**src/rtl/instr_encoder_if.sv**
```systemverilog
// Field-bundle handshake plus instruction-memory write port of the encoder.
// The bundle source drives through master; the encoder sits on slave.
interface instr_encoder_if;
   logic        in_valid;
   logic        in_ready;
   logic [3:0]  Cond;
   logic [1:0]  Op;
   logic [5:0]  Funct;
   logic [3:0]  Rn;
   logic [3:0]  Rd;
   logic [11:0] Src2;
   logic [23:0] Imm24;
   logic        mem_we;
   logic [31:0] mem_addr;
   logic [31:0] mem_wd;

   // in_valid/in_ready: a bundle moves on a rising edge where both are 1; the
   // source holds every field stable while in_valid=1 and in_ready=0.
   modport master (
      output in_valid, Cond, Op, Funct, Rn, Rd, Src2, Imm24,
      input  in_ready, mem_we, mem_addr, mem_wd
   );

   modport slave (
      input  in_valid, Cond, Op, Funct, Rn, Rd, Src2, Imm24,
      output in_ready, mem_we, mem_addr, mem_wd
   );
endinterface

```
**src/rtl/instr_encoder.sv**
```systemverilog
// ARM-subset instruction encoder: checks decoded field bundles, packs legal ones
// into 32-bit words and writes them to instruction memory at consecutive words.
module instr_encoder #(
   parameter int          DEPTH     = 64,
   parameter logic [31:0] BASE_ADDR = 32'h0,
   localparam int         CW        = $clog2(DEPTH + 1)
) (
   input  logic          clk,
   input  logic          reset,
   input  logic          start,
   instr_encoder_if.slave bus,
   output logic [CW-1:0] count,
   output logic          full,
   output logic          busy,
   output logic          err,
   output logic [1:0]    state_dbg
);

   typedef enum logic [1:0] {
      IDLE = 2'd0,
      RUN  = 2'd1,
      FULL = 2'd2
   } state_t;

   state_t      state;
   logic        legal;
   logic        xfer;
   logic [31:0] word;

   assign full         = (count == CW'(DEPTH));
   assign busy         = (state == RUN);
   assign bus.in_ready = (state == RUN) & ~full & ~start;
   assign xfer         = bus.in_valid & bus.in_ready;
   assign state_dbg    = state;

   always_comb begin
      legal = 1'b0;
      case (bus.Op)
         2'b00: begin
            case (bus.Funct[4:1])
               4'b0100, 4'b0101, 4'b0010, 4'b0000, 4'b1100,
               4'b1000, 4'b1001, 4'b1010, 4'b1011: legal = 1'b1;
               default:                            legal = 1'b0;
            endcase
            // Vector opcodes (Funct[4:3]=10) are only defined with Funct[5] set.
            if (bus.Funct[4:3] == 2'b10 && !bus.Funct[5]) legal = 1'b0;
         end
         2'b01:   legal = 1'b1;
         2'b10:   legal = bus.Funct[5];
         default: legal = 1'b0;
      endcase
   end

   always_comb begin
      word = {bus.Cond, bus.Op, bus.Funct, bus.Rn, bus.Rd, bus.Src2};
      if (bus.Op == 2'b10) word = {bus.Cond, 2'b10, bus.Funct[5:4], bus.Imm24};
   end

   // count doubles as the write pointer: both advance only on legal words.
   always_ff @(posedge clk or negedge reset) begin
      if (!reset) begin
         state        <= IDLE;
         count        <= '0;
         err          <= 1'b0;
         bus.mem_we   <= 1'b0;
         bus.mem_addr <= BASE_ADDR;
         bus.mem_wd   <= 32'h0;
      end else begin
         bus.mem_we <= 1'b0;
         if (start) begin
            state <= RUN;
            count <= '0;
            err   <= 1'b0;
         end else if (xfer) begin
            if (legal) begin
               bus.mem_we   <= 1'b1;
               bus.mem_addr <= BASE_ADDR + (32'(count) << 2);
               bus.mem_wd   <= word;
               count        <= count + 1'b1;
               if (count == CW'(DEPTH - 1)) state <= FULL;
            end else begin
               err <= 1'b1;
            end
         end
      end
   end

endmodule

```
**src/flat_wrapper.sv**
```systemverilog
// flat-port wrapper written by rule: the top's interface ports become plain ports
module instr_encoder_flat 
#(
   parameter int          DEPTH     = 64,
   parameter logic [31:0] BASE_ADDR = 32'h0,
   localparam int         CW        = $clog2(DEPTH + 1)
)
  (clk, reset, start, count, full, busy, err, state_dbg, bus_in_valid, bus_Cond, bus_Op, bus_Funct, bus_Rn, bus_Rd, bus_Src2, bus_Imm24, bus_in_ready, bus_mem_we, bus_mem_addr, bus_mem_wd);
  instr_encoder_if bus_i ();
  input  logic clk;
  input  logic reset;
  input  logic start;
  output logic [CW-1:0] count;
  output logic full;
  output logic busy;
  output logic err;
  output logic [1:0] state_dbg;
  input wire logic [$bits(bus_i.in_valid)-1:0] bus_in_valid;
  input wire logic [$bits(bus_i.Cond)-1:0] bus_Cond;
  input wire logic [$bits(bus_i.Op)-1:0] bus_Op;
  input wire logic [$bits(bus_i.Funct)-1:0] bus_Funct;
  input wire logic [$bits(bus_i.Rn)-1:0] bus_Rn;
  input wire logic [$bits(bus_i.Rd)-1:0] bus_Rd;
  input wire logic [$bits(bus_i.Src2)-1:0] bus_Src2;
  input wire logic [$bits(bus_i.Imm24)-1:0] bus_Imm24;
  output wire logic [$bits(bus_i.in_ready)-1:0] bus_in_ready;
  output wire logic [$bits(bus_i.mem_we)-1:0] bus_mem_we;
  output wire logic [$bits(bus_i.mem_addr)-1:0] bus_mem_addr;
  output wire logic [$bits(bus_i.mem_wd)-1:0] bus_mem_wd;
  assign bus_i.in_valid = bus_in_valid;
  assign bus_i.Cond = bus_Cond;
  assign bus_i.Op = bus_Op;
  assign bus_i.Funct = bus_Funct;
  assign bus_i.Rn = bus_Rn;
  assign bus_i.Rd = bus_Rd;
  assign bus_i.Src2 = bus_Src2;
  assign bus_i.Imm24 = bus_Imm24;
  assign bus_in_ready = bus_i.in_ready;
  assign bus_mem_we = bus_i.mem_we;
  assign bus_mem_addr = bus_i.mem_addr;
  assign bus_mem_wd = bus_i.mem_wd;
  instr_encoder #(.DEPTH(DEPTH), .BASE_ADDR(BASE_ADDR)) u_core (.clk(clk), .reset(reset), .start(start), .bus(bus_i), .count(count), .full(full), .busy(busy), .err(err), .state_dbg(state_dbg));
endmodule
```
**config.mk**
```make
export PLATFORM = sky130hd
export DESIGN_NAME = instr_encoder_flat
export DESIGN_NICKNAME = d
export VERILOG_FILES = /design/src/rtl/instr_encoder_if.sv /design/src/rtl/instr_encoder.sv /design/src/flat_wrapper.sv
export SDC_FILE = /design/constraint.sdc
export NUM_CORES = 1
export LEC_CHECK = 0
export BUFFER_PORTS_ARGS = -buffer_cell sky130_fd_sc_hd__buf_2
export CAP_MARGIN = 20
export CORE_ASPECT_RATIO = 0.8
export CORE_UTILIZATION = 29
export CTS_CLUSTER_DIAMETER = 30
export DETAILED_ROUTE_END_ITERATION = 8
export PLACE_DENSITY = 0.65
export SLEW_MARGIN = 0
export SYNTH_ARGS = -nofsm -noshare
export SYNTH_HDL_FRONTEND = slang
export SYNTH_SLANG_ARGS = --single-unit
```
**constraint.sdc**
```tcl
create_clock -name clk -period 2.1 [get_ports clk]
set_input_delay 0.105 -clock clk [delete_from_list [all_inputs] [get_ports clk]]
set_output_delay 0.105 -clock clk [all_outputs]
set_load 0.02 [all_outputs]
```
# After elaboration in Yosys (flattened, before gate mapping)
# Memory sizes are Yosys's and may differ from the RTL's.
# Cells that the tools add are included.
[classes]
n_addsub = 1
n_eq_ne = 7
muxes = 16
bitwise = 5
n_reduce_logical = 10
[ops]
columns = ["operator", "count"]
rows = [
  ["2-to-1 mux 28 bit", 1],
  ["2-to-1 mux 7 bit", 3],
  ["2-to-1 mux 2 bit", 4],
  ["adder 7 x 1 -> 7 bit, second input constant", 1],
  ["equality test 7 x 6 -> 1 bit, second input constant", 1],
  ["equality test 7 bit, second input constant", 1],
  ["2-to-1 mux 1 bit", 7],
  ["AND reduction 3 bit", 2],
  ["nonzero test 2 bit", 3],
  ["equality test 2 x 1 -> 1 bit, second input constant", 2],
  ["equality test 2 bit, second input constant", 2],
  ["AND reduction 2 bit", 2],
  ["bitwise AND 1 bit", 3],
  ["case mux 1 bit (3 select lines)", 1],
  ["logical NOT 2 bit", 1],
  ["!= test 2 bit, second input constant", 1],
  ["inverter 1 bit", 2],
  ["logical AND 1 bit", 1],
  ["logical NOT 1 bit", 1],
]
[totals]
regBits = 50
mem_bits_ro = 16
in_bits = 60
out_inout_bits = 78
word_cells = 46
n_memories = 1
[mem_list]
columns = ["name", "depth", "word_bits", "read_ports", "rd_clocked_by_memory_dff", "write_ports", "line", "rtl"]
rows = [
  ["(no name shown)", 16, 1, 1, 0, 0, "instr_encoder.sv:40", "case (bus.Funct[4:1])"],
]

# Logic depth before layout (Yosys ltp)
[logic_depth]
depth_word = 7
mapped_depth = 7

# Worst setup path after synthesis
# No wires, ideal clock.
[synth_path]
path_kind = "reg2reg"
from = "register u_core.count[0]"
to = "register u_core.bus.mem_wd[10]"
arrival_time_ns = 1.733
required_ns = 1.973
setup_slack_ns = 0.240
path_stages_with_launch = 8
path_buffers = 1
synth_period_minus_slack_ns = 1.860
path_cell_list = "dfrtp_1 -> inv_1 -> ha_1 -> a31o_2 -> a21o_4 -> inv_4 -> buf_6 -> mux2_1"
[synth_via]
elab_chain_cells = 6
[synth_rtl]
columns = ["item", "line", "rtl"]
rows = [
  ["start, declared", "instr_encoder.sv:12", "output logic [CW-1:0] count,"],
  ["start signal, assigned", "instr_encoder.sv:79", "count <= count + 1'b1;"],
  ["equality test 7 bit", "instr_encoder.sv:30", "assign full = (count == CW'(DEPTH));"],
  ["inverter 1 bit", "instr_encoder.sv:32", "assign bus.in_ready = (state == RUN) & ~full & ~start;"],
  ["bitwise AND 1 bit (2 in a row)", "instr_encoder.sv:32", ""],
  ["bitwise AND 1 bit", "instr_encoder.sv:33", "assign xfer = bus.in_valid & bus.in_ready;"],
  ["AND reduction 3 bit (no source line)", "-", ""],
  ["end signal, assigned", "instr_encoder.sv:78", "bus.mem_wd <= word;"],
  ["end, declared", "instr_encoder_if.sv:26", "output in_ready, mem_we, mem_addr, mem_wd"],
]
# Every way passes these cells.
# A chain may end at the register's enable or synchronous reset.

# Worst setup path after layout
[layout_path]
from = "register u_core.state[1], in the netlist u_core.state_dbg[1]"
to = "register u_core.bus.mem_wd[17]"
[layout_via]
elab_chain_cells = 5
[layout_rtl]
columns = ["item", "line", "rtl"]
rows = [
  ["start, declared", "instr_encoder.sv:25", "state_t state;"],
  ["start signal, assigned", "instr_encoder.sv:62", "state <= IDLE;"],
  ["start signal, assigned", "instr_encoder.sv:71", "state <= RUN;"],
  ["start signal, assigned", "instr_encoder.sv:80", "if (count == CW'(DEPTH - 1)) state <= FULL;"],
  ["equality test 2 x 1 -> 1 bit", "instr_encoder.sv:32", ""],
  ["bitwise AND 1 bit (2 in a row)", "instr_encoder.sv:32", ""],
  ["bitwise AND 1 bit", "instr_encoder.sv:33", ""],
  ["AND reduction 3 bit (no source line)", "-", ""],
]
# Every way passes these cells.

==> key figures <==
Pwr
  – VDD IR-drop max: around 0.33 mV
  – Clock share of power: 0.273
  – Comb power frac: 0.290
  – Sw Pwr: between 900 and 1000 uW
  – Power per Cell Area: 811 nW/um^2
  – Design Power: approximately 2800 uW
  – Net Sw Frac: 0.324
  – Sequential group share of total power: 0.436
  – Leak Pwr: 0.00191 uW
  – Int Pwr: approximately 1900 uW

STA
  – Post-Route Setup TNS: 0 ns
  – Worst slew pin tran: roughly 0.87 ns
  – Unrepaired setup endpoints after global routing: false
  – Final min period: 1.85 ns
  – Clock skew: ~0.0043 ns
  – Slew Viols, Final: 0
  – Peak Freq: approximately 0.54 GHz
  – Final Hold Viols: 0
  – Fin crit share: 0.880
  – Max-slew headroom: 0.417
  – Final setup vio count: 0

CTS
  – Post-CTS sizing: 0
  – Setup Buffers After CTS: 0
  – Sink Count: 50
  – Hold Buf Count CTS: 1
  – Cts bufs inserted: 5
  – CTS tree: yes
  – # H-tree levels: 2
  – CTS root buf: clkbuf_16
  – Worst-Skew Late Latency: between 0.2 and 0.3 ns
  – Clock Tree Buf Depth: 2
  – Clock-pin slew on the worst setup and hold paths: ~0.060 ns

Logic synthesis
  – Mapped cell area: 2690 um^2
  – Synth Instances: around 260
  – Ys Warns: 0
  – Flop and latch count out of synthesis: 50
  – Register area share after synthesis: 0.466
  – Yosys cell types: 37
  – Post-synth EDFFs: 0
  – Synth Flop Type: dfrtp_1
  – Ys async rst share: 1.00
  – Syn_area_per_cell: ~10 um^2

Route
  – Drt pass-1 iters: 5
  – DRC Markers: 0
  – Starting DRT DRC Count: 73
  – Final ANT Viol Nets: 0
  – Vias: around 2.1k
  – DR vias/cell: ~4.3
  – DR WL/cell: 12.0 um
  – Total routed wirelength: between 5 and 6 mm

Setup path
  – Worst Setup End Kind: flop
  – Data arrival, critical path: around 2 ns
  – Critical Path Source: u_core.state_dbg[1]$_DFFE_PN0P_
  – Reg-to-Reg Start: u_core.state_dbg[1]$_DFFE_PN0P_
  – Crit start category: flop
  – Setup CP Type: reg -> reg
  – R2r setup slk: between 0.2 and 0.3 ns
  – CP Data Required Time: 2.26 ns
  – Crit Path Max Fanout: 29

GRT
  – Vias in the first global route: about 1.9k
  – Pin count of the biggest net entering global routing: 30
  – Total global routing overflow: 0
  – Global Route Usage Sum: 0.125
  – Wire length of the first global-routing pass: ~9.3 mm
  – Initial antenna violation count: 0

Flow run
  – Number of max-cap violations: 0

Floorplanning
  – Die ar.: roughly 9700 um^2
  – Die extent in y: around 88 um
  – Die X: 110 um
  – Core area: 9040 um^2
  – IO Pins: approximately 140
  – FP Rows: 31
  – Initial Utilization: 0.297

Layout
  – ANT cells: 0
  – Most common cell after layout, fill and taps aside: buf_2
  – Nets: about 440
  – Filler Cell Count: ~930
  – Most frequent cells in the layout: 112 x buf_2, 74 x nand2_1, 50 x dfrtp_1, 35 x mux2_1, 25 x conb_1
  – Share of layout cells above drive strength 1: 0.377
  – Synth-to-layout area growth: 28.7%

Run status
  – Status: completed

Worst hold path
  – Hold Crit Start: bus_Cond[0]
  – Worst Hold Class: in -> reg

Place
  – GP Congestion: between 0.8 and 0.9
  – Port bufs: about 110
  – Detailed Place HPWL: 4.49 mm
## cells by family (layout without fill, tap and decap cells)
logic type                 Yosys count  count (layout)  share of synthesized area
buffers and inverters               43             139                      0.107
AOI/OAI and AO/OA                   15              15                     0.0447
and+or+nand+nor                    102             102                      0.167
adders and majority gates            2               2                    0.00931
muxes                               46              46                      0.204
other                                1              25                    0.00140
DFF                                 50              50                      0.466
## per-layer routing
layer,track usage,vias up,wire length [um]
met1,0.184,1004,3050
li1,-,1049,-
met2,0.189,76,2550
met4,0.0230,0,0
met3,0.0283,0,317
met5,0,-,0
## through the flow
stage / setup slack, ns / util / hold WS, ns / cell area (um^2) / std cells
global route: 0.156 / 0.383 / 0.0374 / 3460 / 494
CTS: 0.235 / 0.383 / 0.0312 / 3460 / 494
detailed placement: 0.206 / 0.367 / 0.137 / 3310 / 486
global placement: 0.229 / 0.367 / 0.126 / 3310 / 486
floorplan: 0.240 / - / -0.191 / 2780 / 283
finish: 0.252 / 0.383 / 0.0350 / 3460 / 494
## power by group through the flow
stage,Clock (uW),Combinational [uW],Sequential (uW)
detailed placement,0,826,1240
global placement,0,812,1230
CTS,792,827,1230
floorplan,0,317,1460
global route,830,892,1250
finish,767,813,1220
## Yosys cell counts (2+ instances only)
cell	n	area [um^2]
inv_1	6	22.5
nor2_1	6	22.5
mux2_4	9	135
nand2b_1	3	18.8
nand4_1	3	18.8
nor2b_1	7	43.8
clkbuf_1	6	22.5
buf_4	25	188
ha_1	2	25.0
dfrtp_1	50	1250
a21o_1	2	15.0
nor3b_1	2	15.0
mux2i_1	2	20.0
a21oi_1	3	15.0
mux2_1	35	394
nand2_1	74	278
buf_6	4	45.0
## final timing paths
kind	to	cells past startpoint
min reg2reg	u_core.bus.mem_wd[12]$_DFFE_PN0P_	1
min in group asynchronous	u_core.bus.mem_addr[2]$_DFFE_PN0P_	2
max reg2reg	u_core.bus.mem_wd[17]$_DFFE_PN0P_	5
max	u_core.bus.mem_wd[17]$_DFFE_PN0P_	5
min	u_core.bus.mem_wd[28]$_DFFE_PN0P_	2
max in group asynchronous	u_core.bus.mem_wd[18]$_DFFE_PN0P_	3
## worst max-delay path: stages (launching register included)
cell and delay, ns:
dfrtp_1 0.37, nand4bb_1 0.23, a31o_2 0.27, a21o_4 0.20, inv_4 0.29, mux2_1 0.37
## area by class of cell
class                           instances  area (um^2)  share of cell area
Sequential cell                        50         1250               0.362
Multi-Input combinational cell        190         1240               0.359
Timing Repair Buffer                  125          661               0.191
Tap cell                              115          144              0.0416
Clock buffer                            7          133              0.0384
Inverter                                7         28.8             0.00832
## registers in the layout, indices dropped and copies added, names as in the netlist
| name | count |
|---|---|
| u_core.count | 7 |
| u_core.bus.mem_we | 1 |
| u_core.bus.mem_addr | 7 |
| u_core.state_dbg | 2 |
| u_core.bus.mem_wd | 32 |
| u_core.err | 1 |
Note: power is estimated with default switching activity, not from simulation.
